--- config.mk ---
export PLATFORM = sky130hd
export DESIGN_NAME = fir_result_streamer
export DESIGN_NICKNAME = d
export VERILOG_FILES = /design/src/rtl/fir_pkg.sv /design/src/rtl/stream_fifo.sv /design/src/rtl/fir_result_streamer.sv
export SDC_FILE = /design/constraint.sdc
export NUM_CORES = 1
export LEC_CHECK = 0
export ABC_CLOCK_PERIOD_IN_PS = 4000
export CAP_MARGIN = 20
export CORE_MARGIN = 2
export CORE_UTILIZATION = 30
export DETAILED_ROUTE_END_ITERATION = 8
export MAX_ROUTING_LAYER = met4
export REMOVE_ABC_BUFFERS = 1
export SLEW_MARGIN = 25
export SYNTH_ARGS = -nofsm -noshare
export SYNTH_HDL_FRONTEND = slang
export SYNTH_HIERARCHICAL = 1
export SYNTH_SLANG_ARGS = --single-unit
--- constraint.sdc ---
create_clock -name clk -period 4 [get_ports clk]
set_input_delay 0.8 -clock clk [delete_from_list [all_inputs] [get_ports clk]]
set_output_delay 0.8 -clock clk [all_outputs]
set_load 0.005 [all_outputs]
--- src/rtl/fir_pkg.sv ---
// Shared constants and state encoding for the FIR engine and its result streamer.
package fir_pkg;

  localparam int ADDR_W = 10;
  localparam int DATA_W = 8;

  typedef enum logic [1:0] {
    ST_IDLE   = 2'd0,
    ST_READ   = 2'd1,
    ST_DRAIN  = 2'd2,
    ST_FINISH = 2'd3
  } state_t;

  // Default region the FIR engine writes its results into.
  localparam logic [ADDR_W-1:0] OUT_BASE = 10'd256;

endpackage

--- src/rtl/stream_fifo.sv ---
// Small synchronous FIFO whose head entry is always a register, so the
// output stream data comes straight from a flop.
module stream_fifo #(
  parameter int DEPTH = 2,
  parameter int WIDTH = 8
) (
  input  logic                         clk,
  input  logic                         rst,
  input  logic                         push,
  input  logic                         pop,
  input  logic [WIDTH-1:0]             din,
  output logic [WIDTH-1:0]             head,
  output logic [$clog2(DEPTH+1)-1:0]   count,
  output logic                         full,
  output logic                         empty
);

  localparam int CNT_W = $clog2(DEPTH+1);

  logic [WIDTH-1:0] mem_q [DEPTH];
  logic [CNT_W-1:0] count_q;
  logic             push_ok;
  logic             pop_ok;
  logic [CNT_W-1:0] wr_idx;

  assign empty   = (count_q == '0);
  assign full    = (count_q == CNT_W'(DEPTH));
  assign pop_ok  = pop && !empty;
  assign push_ok = push && (!full || pop_ok);
  assign wr_idx  = pop_ok ? (count_q - 1'b1) : count_q;
  assign head    = mem_q[0];
  assign count   = count_q;

  // Entries shift toward slot 0 on pop; the incoming word lands just behind
  // the last valid entry after any shift in the same cycle.
  always_ff @(posedge clk or negedge rst) begin
    if (!rst) begin
      count_q <= '0;
      for (int i = 0; i < DEPTH; i++) begin
        mem_q[i] <= '0;
      end
    end else begin
      if (pop_ok) begin
        for (int i = 0; i < DEPTH-1; i++) begin
          mem_q[i] <= mem_q[i+1];
        end
      end
      if (push_ok) begin
        for (int i = 0; i < DEPTH; i++) begin
          if (CNT_W'(i) == wr_idx) begin
            mem_q[i] <= din;
          end
        end
      end
      case ({push_ok, pop_ok})
        2'b10:   count_q <= count_q + 1'b1;
        2'b01:   count_q <= count_q - 1'b1;
        default: count_q <= count_q;
      endcase
    end
  end

endmodule

--- src/rtl/fir_result_streamer.sv ---
// Reads a finished FIR output region over memory port B and streams it out
// as a valid/ready byte stream with a last marker on the final beat.
module fir_result_streamer #(
  parameter int ADDR_W     = fir_pkg::ADDR_W,
  parameter int DATA_W     = fir_pkg::DATA_W,
  parameter int FIFO_DEPTH = 2
) (
  input  logic              clk,
  input  logic              rst,
  input  logic              start,
  input  logic [ADDR_W-1:0] base_addr,
  input  logic [ADDR_W-1:0] count,
  output logic              busy,
  output logic              done,
  output logic              mem_en_b,
  output logic [ADDR_W-1:0] mem_addr_b,
  input  logic [DATA_W-1:0] mem_data_b,
  output logic              m_valid,
  input  logic              m_ready,
  output logic [DATA_W-1:0] m_data,
  output logic              m_last
);

  import fir_pkg::*;

  localparam int CNT_W = $clog2(FIFO_DEPTH+1);

  state_t            state_q;
  logic [ADDR_W-1:0] base_q;
  logic [ADDR_W:0]   count_q;
  logic [ADDR_W:0]   issued_q;
  logic [ADDR_W:0]   beats_q;
  logic              inflight_q;

  logic [CNT_W-1:0]  fifo_count;
  logic              fifo_full;
  logic              fifo_empty;
  logic [CNT_W:0]    level;
  logic              pop;
  logic              issue;

  assign m_valid = !fifo_empty;
  assign pop     = m_valid && m_ready;
  assign m_last  = m_valid && (beats_q == (count_q - 1'b1));

  // Occupancy plus the read still in flight must stay within the FIFO; a pop
  // in the same cycle frees the slot the new read will need.
  assign level = {1'b0, fifo_count} + {{CNT_W{1'b0}}, inflight_q};
  assign issue = (state_q == ST_READ) && (issued_q != count_q) &&
                 (pop || (!fifo_full && (level < (CNT_W+1)'(FIFO_DEPTH))));

  assign mem_en_b   = issue;
  assign mem_addr_b = base_q + issued_q[ADDR_W-1:0];
  assign busy       = (state_q == ST_READ) || (state_q == ST_DRAIN);
  assign done       = (state_q == ST_FINISH);

  stream_fifo #(
    .DEPTH (FIFO_DEPTH),
    .WIDTH (DATA_W)
  ) u_fifo (
    .clk   (clk),
    .rst   (rst),
    .push  (inflight_q),
    .pop   (pop),
    .din   (mem_data_b),
    .head  (m_data),
    .count (fifo_count),
    .full  (fifo_full),
    .empty (fifo_empty)
  );

  // Clearing inflight_q on reset drops any read data that returns afterwards.
  always_ff @(posedge clk or negedge rst) begin
    if (!rst) begin
      state_q    <= ST_IDLE;
      base_q     <= '0;
      count_q    <= '0;
      issued_q   <= '0;
      beats_q    <= '0;
      inflight_q <= 1'b0;
    end else begin
      inflight_q <= issue;
      if (issue) begin
        issued_q <= issued_q + 1'b1;
      end
      if (pop) begin
        beats_q <= beats_q + 1'b1;
      end
      case (state_q)
        ST_IDLE: begin
          if (start) begin
            base_q   <= base_addr;
            count_q  <= {1'b0, count};
            issued_q <= '0;
            beats_q  <= '0;
            state_q  <= (count == '0) ? ST_FINISH : ST_READ;
          end
        end
        ST_READ: begin
          if (issue && ((issued_q + 1'b1) == count_q)) begin
            state_q <= ST_DRAIN;
          end
        end
        ST_DRAIN: begin
          if (pop && m_last) begin
            state_q <= ST_FINISH;
          end
        end
        ST_FINISH: begin
          state_q <= ST_IDLE;
        end
        default: begin
          state_q <= ST_IDLE;
        end
      endcase
    end
  end

endmodule

==> flow_summary_export.csv, run 1 <==
group,metric,value,unit
layout,design_area,5300,um2
setup_path,critPathCaptureType,"output port",
place,place_area,4970,um2
run_status,status,"completed",
timing,min_period,3.90,ns
timing,holdWs,0.438,ns
setup_path,crit_type,"flip-flop to output port",
synthesis,synth_top_family_by_area,"simple AND/OR/NAND/NOR gates",
synthesis,syn_area,4360,um2
die,die_area,15500,um2
synthesis,async_flop_share,1.00,
routing,drc,0,
clocking,cts.sinks,63,
global_routing,grt_pass1_vias,3519,
routing,first_pass_iters,4,
layout,stdcell_count,673,
clocking,cts_tree,"yes",
pwr,cellPowerDensity,726,nW/um2
layout,multi_input_area,2540,um2
global_routing,grt-ovfl-total,0,
clocking,root_buffer,"clkbuf_16",
place,dpl.cell_count,657,
place,place_hpwl,7460,um
synthesis,yosys.area_share.xor_xnor,0.110,
timing,setup_viol,0,
synthesis,synthCells,447,
synthesis,synth_fa_ha_area_frac,0.0592,
timing,grt_setup_unrepaired,"true",
pwr,ir_worst_vdd,285,uV
layout,drive_gt1_frac,0.133,
synthesis,ys.flop_type,"dfrtp_1",
synthesis,avgSynthCellArea,9.75,um2
setup_path,cp-start-kind,"flip-flop",
routing,first_iter_violations,194,
synthesis,synth_edf_count,0,
die,core_area,14400,um2
setup_path,crit_path_max_fanout,7,
die,rows,44,
global_routing,grt_antenna_before_repair,0,
die,ioPinCount,55,
synthesis,synth_compound_area_frac,0.152,
synthesis,synth.mux.area_fraction,0.0738,
worst_hold_path,worstHoldPathType,"input pin to asynchronous set/reset pin",
synthesis,yosysMostFrequentCell,"dfrtp_1",
pwr,static-leakage-power,0.00219,uW
clocking,htreeDepth,3,
timing,tns,0,ns
die,dieWidth,125,um
routing,num_vias,3474,
setup_path,r2r_start,"u_fifo/count[0]$_DFFE_PN0P_",
synthesis,ys_types,72,
layout,n_antenna_cell,0,
routing,viasPerCell,5.16,
setup_path,r2r-end,"u_fifo/mem_q[5]$_DFFE_PN0P_",
routing,ant_nets,0,
synthesis,yosys.area.top_type,"dfrtp_1",
timing,period_share,0.975,
global_routing,grt_pass1_wl,17500,um
synthesis,synth-simple-area-share,0.183,
timing,finalHoldViolCount,0,
clocking,clk_latency,0.34,ns
routing,wirelength,10400,um
timing,tightest_slew,0.540,ns
setup_path,arrival,3.10,ns
synthesis,yosys.area.top_type_share,0.362,
clocking,cts_buffer_depth,2,
setup_path,required,3.20,ns
layout,syn2layout_area_growth,21.5,%
timing,fin_worst_skew,0.00847,ns
clocking,path_clk_slew,0.06,ns
layout,nNetsFinal,536,
run,drv_cap,0,
layout,regArea,1580,um2
routing,wl_per_cell,15.5,um
die,initial_utilization,0.303,
timing,max_freq,256,MHz
setup_path,reg2reg_setup_slack,0.92,ns
synthesis,synth_common_cells,"63 x dfrtp_1, 41 x nor2_1, 28 x xnor2_1",
layout,fill_cells,1405,
synthesis,ys_ff_latch,63,
timing,drv_slew,0,
die,fp.dieH,125,um
place,gpl.final_weighted_congestion,0.816,
global_routing,globalRouteTotalUtil,0.141,
synthesis,synth_area_leaders,"dfrtp_1 36%, xnor2_1 5.6%, ha_1 5.5%, xor2_1 5.0%, mux2_2 4.4%",
timing,slew_headroom,0.640,
global_routing,grt_max_degree,46,
synthesis,ys_seq_area_frac,0.362,
place,numPortBuffers,54,
synthesis,ys_warn_count,6,
pwr,power,3850,uW
clocking,cts_made_buffers,9,
setup_path,r2r_cells,8,
[sequential cells by signal, indices dropped and copies added, names as in the netlist]
signal        flops
state_q           2
u_fifo/mem_q      8
beats_q          11
issued_q         11
u_fifo/count      2
count_q          10
u_fifo/head       8
base_q           10
inflight_q        1
[worst max-delay path: stages, from the launching register on]
cell and delay, ns:
dfrtp_1 0.46, inv_1 0.11, ha_1 0.22, or4b_4 0.55, a2111oi_2 0.38, a31oi_1 0.09
o22ai_1 0.22, and3_4 0.24, clkdlybuf4s50_1 0.50
[layer usage]
| metal | vias to the layer above | GRT usage | wire (um) |
|---|---|---|---|
| met5 | - | - | 0 |
| met4 | 0 | 0.0397 | 119 |
| met3 | 9 | 0.0296 | 425 |
| met2 | 98 | 0.219 | 4800 |
| met1 | 1675 | 0.188 | 5090 |
| li1 | 1692 | - | - |
[worst max path at each step]
stage,to,from,depth (start not counted),slack (ns)
after floorplan,u_fifo/mem_q[0]$_DFFE_PN0P_,u_fifo/count[0]$_DFFE_PN0P_,7,0.99
after global placement,m_last,count_q[0]$_DFFE_PN0P_,8,0.45
after detailed placement,m_last,count_q[0]$_DFFE_PN0P_,8,0.34
after CTS,m_last,count_q[0]$_DFFE_PN0P_,8,0.007
after global routing,m_last,count_q[0]$_DFFE_PN0P_,8,-0.03
final,m_last,count_q[0]$_DFFE_PN0P_,8,0.10
[power breakdown]
group          switching [uW]  total [uW]  internal [uW]  leakage [uW]
logic                     886        1870            986       0.00124
clock network             303         789            486      0.000147
registers                 311        1190            874      0.000801
total                    1500        3850           2350       0.00219
[final cells by class]
type | instances | area share
clock buffer | 10 | 0.0432
clock inverter | 6 | 0.0132
inverter | 19 | 0.0139
multi-input combinational | 332 | 0.480
sequential | 63 | 0.298
tap | 184 | 0.0435
timing repair buffer | 59 | 0.108
[cell families (layout without fill, tap and decap cells)]
| logic type | after synthesis | in the layout |
|---|---|---|
| AOI/OAI and AO/OA | 90 | 90 |
| xor gates and xnor gates | 54 | 54 |
| adders and majority gates | 20 | 20 |
| buffers and inverters | 52 | 94 |
| DFF | 63 | 63 |
| muxes | 26 | 26 |
| and+or+nand+nor | 142 | 142 |
[stage by stage]
step	utilization	setup WS (ns)
after CTS	0.367	0.00744
after floorplan	-	0.991
final	0.369	0.100
after global routing	0.369	-0.0296
after detailed placement	0.346	0.344
after global placement	0.346	0.445
[placed cells by master (no fill, tap or decap), types with 7 or more instances in the layout]
cell type,count
nand4_1,9
o32ai_1,8
nor2_1,41
xor2_1,25
mux2_2,17
clkbuf_16,9
inv_1,17
o21ai_0,15
a21oi_1,16
clkdlybuf4s50_1,53
ha_1,19
mux2_4,8
nand3_1,10
a21o_1,9
xnor2_1,28
nand2_1,17
or3_1,7
dfrtp_1,63
o22ai_1,8
nor3_1,11
[what timing repair did]
| item | in CTS | in global routing |
|---|---|---|
| hold buffers | 0 | 0 |
| hold endpoints to repair | 0 | 0 |
| setup buffers | 0 | 0 |
| setup endpoints to repair | 1 | 2 |
| gates resized for setup | 1 | 4 |
| pin swaps | 0 | 0 |
Note: power is estimated with default switching activity, not from simulation.
==> inputs of run 2 (changes only) <==
--- a/config.mk
+++ b/config.mk
@@ -7,7 +7,7 @@
 export LEC_CHECK = 0
 export ABC_CLOCK_PERIOD_IN_PS = 4000
 export CAP_MARGIN = 20
-export CORE_MARGIN = 2
+export CORE_MARGIN = 8
 export CORE_UTILIZATION = 30
 export DETAILED_ROUTE_END_ITERATION = 8
 export MAX_ROUTING_LAYER = met4
==> run 2 against run 1 <==
Sequential power about the same. Sequential cell count unchanged. Combinational power about the same. Utilization up 0.29 points. Critical path depth unchanged. First-iteration DRC count unchanged. Design area up 0.78%. Highest routed layer unchanged. Setup slack better by 0.027 ns.
==> flow_summary_export.csv, run 2 (synthesized netlist as in run 1, its figures left out) <==
group,metric,value,unit
clocking,path_clk_slew,0.06,ns
timing,tightest_slew,0.564,ns
place,gpl.final_weighted_congestion,0.813,
pwr,p_switching,1510,uW
clocking,cts_buffer_depth,2,
setup_path,cp-start-kind,"flip-flop",
setup_path,r2r-end,"u_fifo/mem_q[4]$_DFFE_PN0P_",
layout,design_area,5340,um2
die,die_area,18600,um2
timing,tns,0,ns
layout,largest_registers,"beats_q: 11 flops, issued_q: 11 flops",
die,rows,44,
global_routing,grt-ovfl-total,0,
pwr,internal_power,2430,uW
run,drv_cap,0,
clocking,clk_latency,0.34,ns
pwr,sw_frac_of_total,0.383,
die,ioPinCount,55,
setup_path,cp-startpoint,"count_q[1]$_DFFE_PN0P_",
run_status,status,"completed",
pwr,power,3940,uW
global_routing,grt_antenna_before_repair,0,
setup_path,crit_type,"flip-flop to output port",
place,dpl.cell_count,657,
clocking,root_buffer,"clkbuf_16",
routing,ant_nets,0,
die,fp.dieH,137,um
pwr,power_frac_seq,0.302,
setup_path,required,3.20,ns
routing,wl_per_cell,16.0,um
global_routing,globalRouteTotalUtil,0.123,
layout,stdcell_count,673,
setup_path,critPathCapture,"m_last",
die,dieWidth,137,um
setup_path,r2r_cells,8,
global_routing,grt_pass1_vias,3590,
layout,drive_gt1_frac,0.141,
timing,setup_viol,0,
setup_path,reg2reg_setup_slack,0.99,ns
timing,min_period,3.87,ns
pwr,ir_worst_vdd,355,uV
timing,period_share,0.968,
timing,max_freq,258,MHz
layout,n_antenna_cell,0,
die,core_area,14400,um2
global_routing,grt_max_degree,46,
timing,slew_headroom,0.621,
routing,drc,0,
timing,grt_setup_unrepaired,"false",
place,place_hpwl,7800,um
layout,nNetsFinal,536,
global_routing,grt_pass1_wl,17700,um
layout,layout_commonest_cell,"dfrtp_1",
layout,final_cell_mix,"60 x dfrtp_1, 53 x clkdlybuf4s50_1, 41 x nor2_1",
clocking,cts_setup_buffers,0,
timing,finalHoldViolCount,0,
routing,first_iter_violations,194,
pwr,p_comb_frac,0.480,
pwr,cellPowerDensity,738,nW/um2
clocking,cts_made_buffers,9,
routing,viasPerCell,5.15,
timing,drv_slew,0,
clocking,htreeDepth,3,
place,place_area,4970,um2
setup_path,crit_path_max_fanout,7,
layout,syn2layout_area_growth,22.5,%
timing,fin_worst_skew,0.0105,ns
clocking,cts.sinks,63,
routing,first_pass_iters,4,
setup_path,critPathCaptureType,"output port",
place,numPortBuffers,54,
pwr,static-leakage-power,0.00220,uW
setup_path,r2r_start,"u_fifo/count[0]$_DFFE_PN0P_",
clocking,cts_tree,"yes",
routing,num_vias,3465,
layout,post-route-util,0.371,
die,initial_utilization,0.303,
routing,wirelength,10800,um
pwr,clkPwrFrac,0.217,
setup_path,arrival,3.07,ns
worst_hold_path,worstHoldPathType,"input pin to asynchronous set/reset pin",
## run 2: area by class of cell
type | count | area, um2
clock buffers | 11 | 243
repair buffers | 59 | 573
clock inverters | 5 | 81.3
well taps | 184 | 230
flip-flops and latches | 63 | 1580
multi-input cells | 332 | 2550
inverters | 19 | 73.8
fillers | 1406 | 9030
## run 2: routing by layer
metal / global-route usage / up-vias / routed length (um)
met2: 0.189 / 93 / 4850
met5: - / - / 0
met3: 0.0404 / 12 / 619
met4: 0.0360 / 0 / 135
li1: - / 1693 / -
met1: 0.152 / 1667 / 5170
## run 2: worst min-delay path by stage
stage,start,to,slack [ns],cells after the start
6_report,rst,state_q[1]$_DFFE_PN0P_,0.45,1
5_1_grt,rst,state_q[0]$_DFFE_PN0P_,0.48,1
4_1_cts,rst,state_q[1]$_DFFE_PN0P_,0.45,1
3_5_place_dp,u_fifo/mem_q[6]$_DFFE_PN0P_,u_fifo/mem_q[6]$_DFFE_PN0P_,0.50,1
3_3_place_gp,base_q[6]$_DFFE_PN0P_,base_q[6]$_DFFE_PN0P_,0.50,1
2_1_floorplan,u_fifo/mem_q[6]$_DFFE_PN0P_,u_fifo/mem_q[6]$_DFFE_PN0P_,0.48,1
## run 2: power by group through the flow
stage | sequential (uW) | combinational (uW) | clock, uW
after floorplan | 1100 | 1280 | 0
after global placement | 1170 | 1830 | 0
after detailed placement | 1190 | 1870 | 0
after CTS | 1180 | 1890 | 882
after global routing | 1240 | 2080 | 906
final | 1190 | 1890 | 857
## run 2: per-stage QoR
| step | worst slack, ns | hold slack (ns) |
|---|---|---|
| after floorplan | 0.991 | 0.482 |
| after global placement | 0.439 | 0.497 |
| after detailed placement | 0.346 | 0.498 |
| after CTS | 0.0482 | 0.452 |
| after global routing | 0.0106 | 0.479 |
| final | 0.127 | 0.447 |
## run 2: critical path, cell delays in order (launching register included)
cell and delay, ns:
dfrtp_2 0.45, inv_1 0.09, ha_1 0.21, or4b_4 0.55
a2111oi_2 0.40, a31oi_1 0.09, o22ai_1 0.21, and3_4 0.23
clkdlybuf4s50_1 0.50
## run 2: what timing repair did
| action | CTS | global route |
|---|---|---|
| hold buffers | 0 | 0 |
| endpoints found under the setup margin | 1 | 3 |
| resized for setup | 2 | 7 |
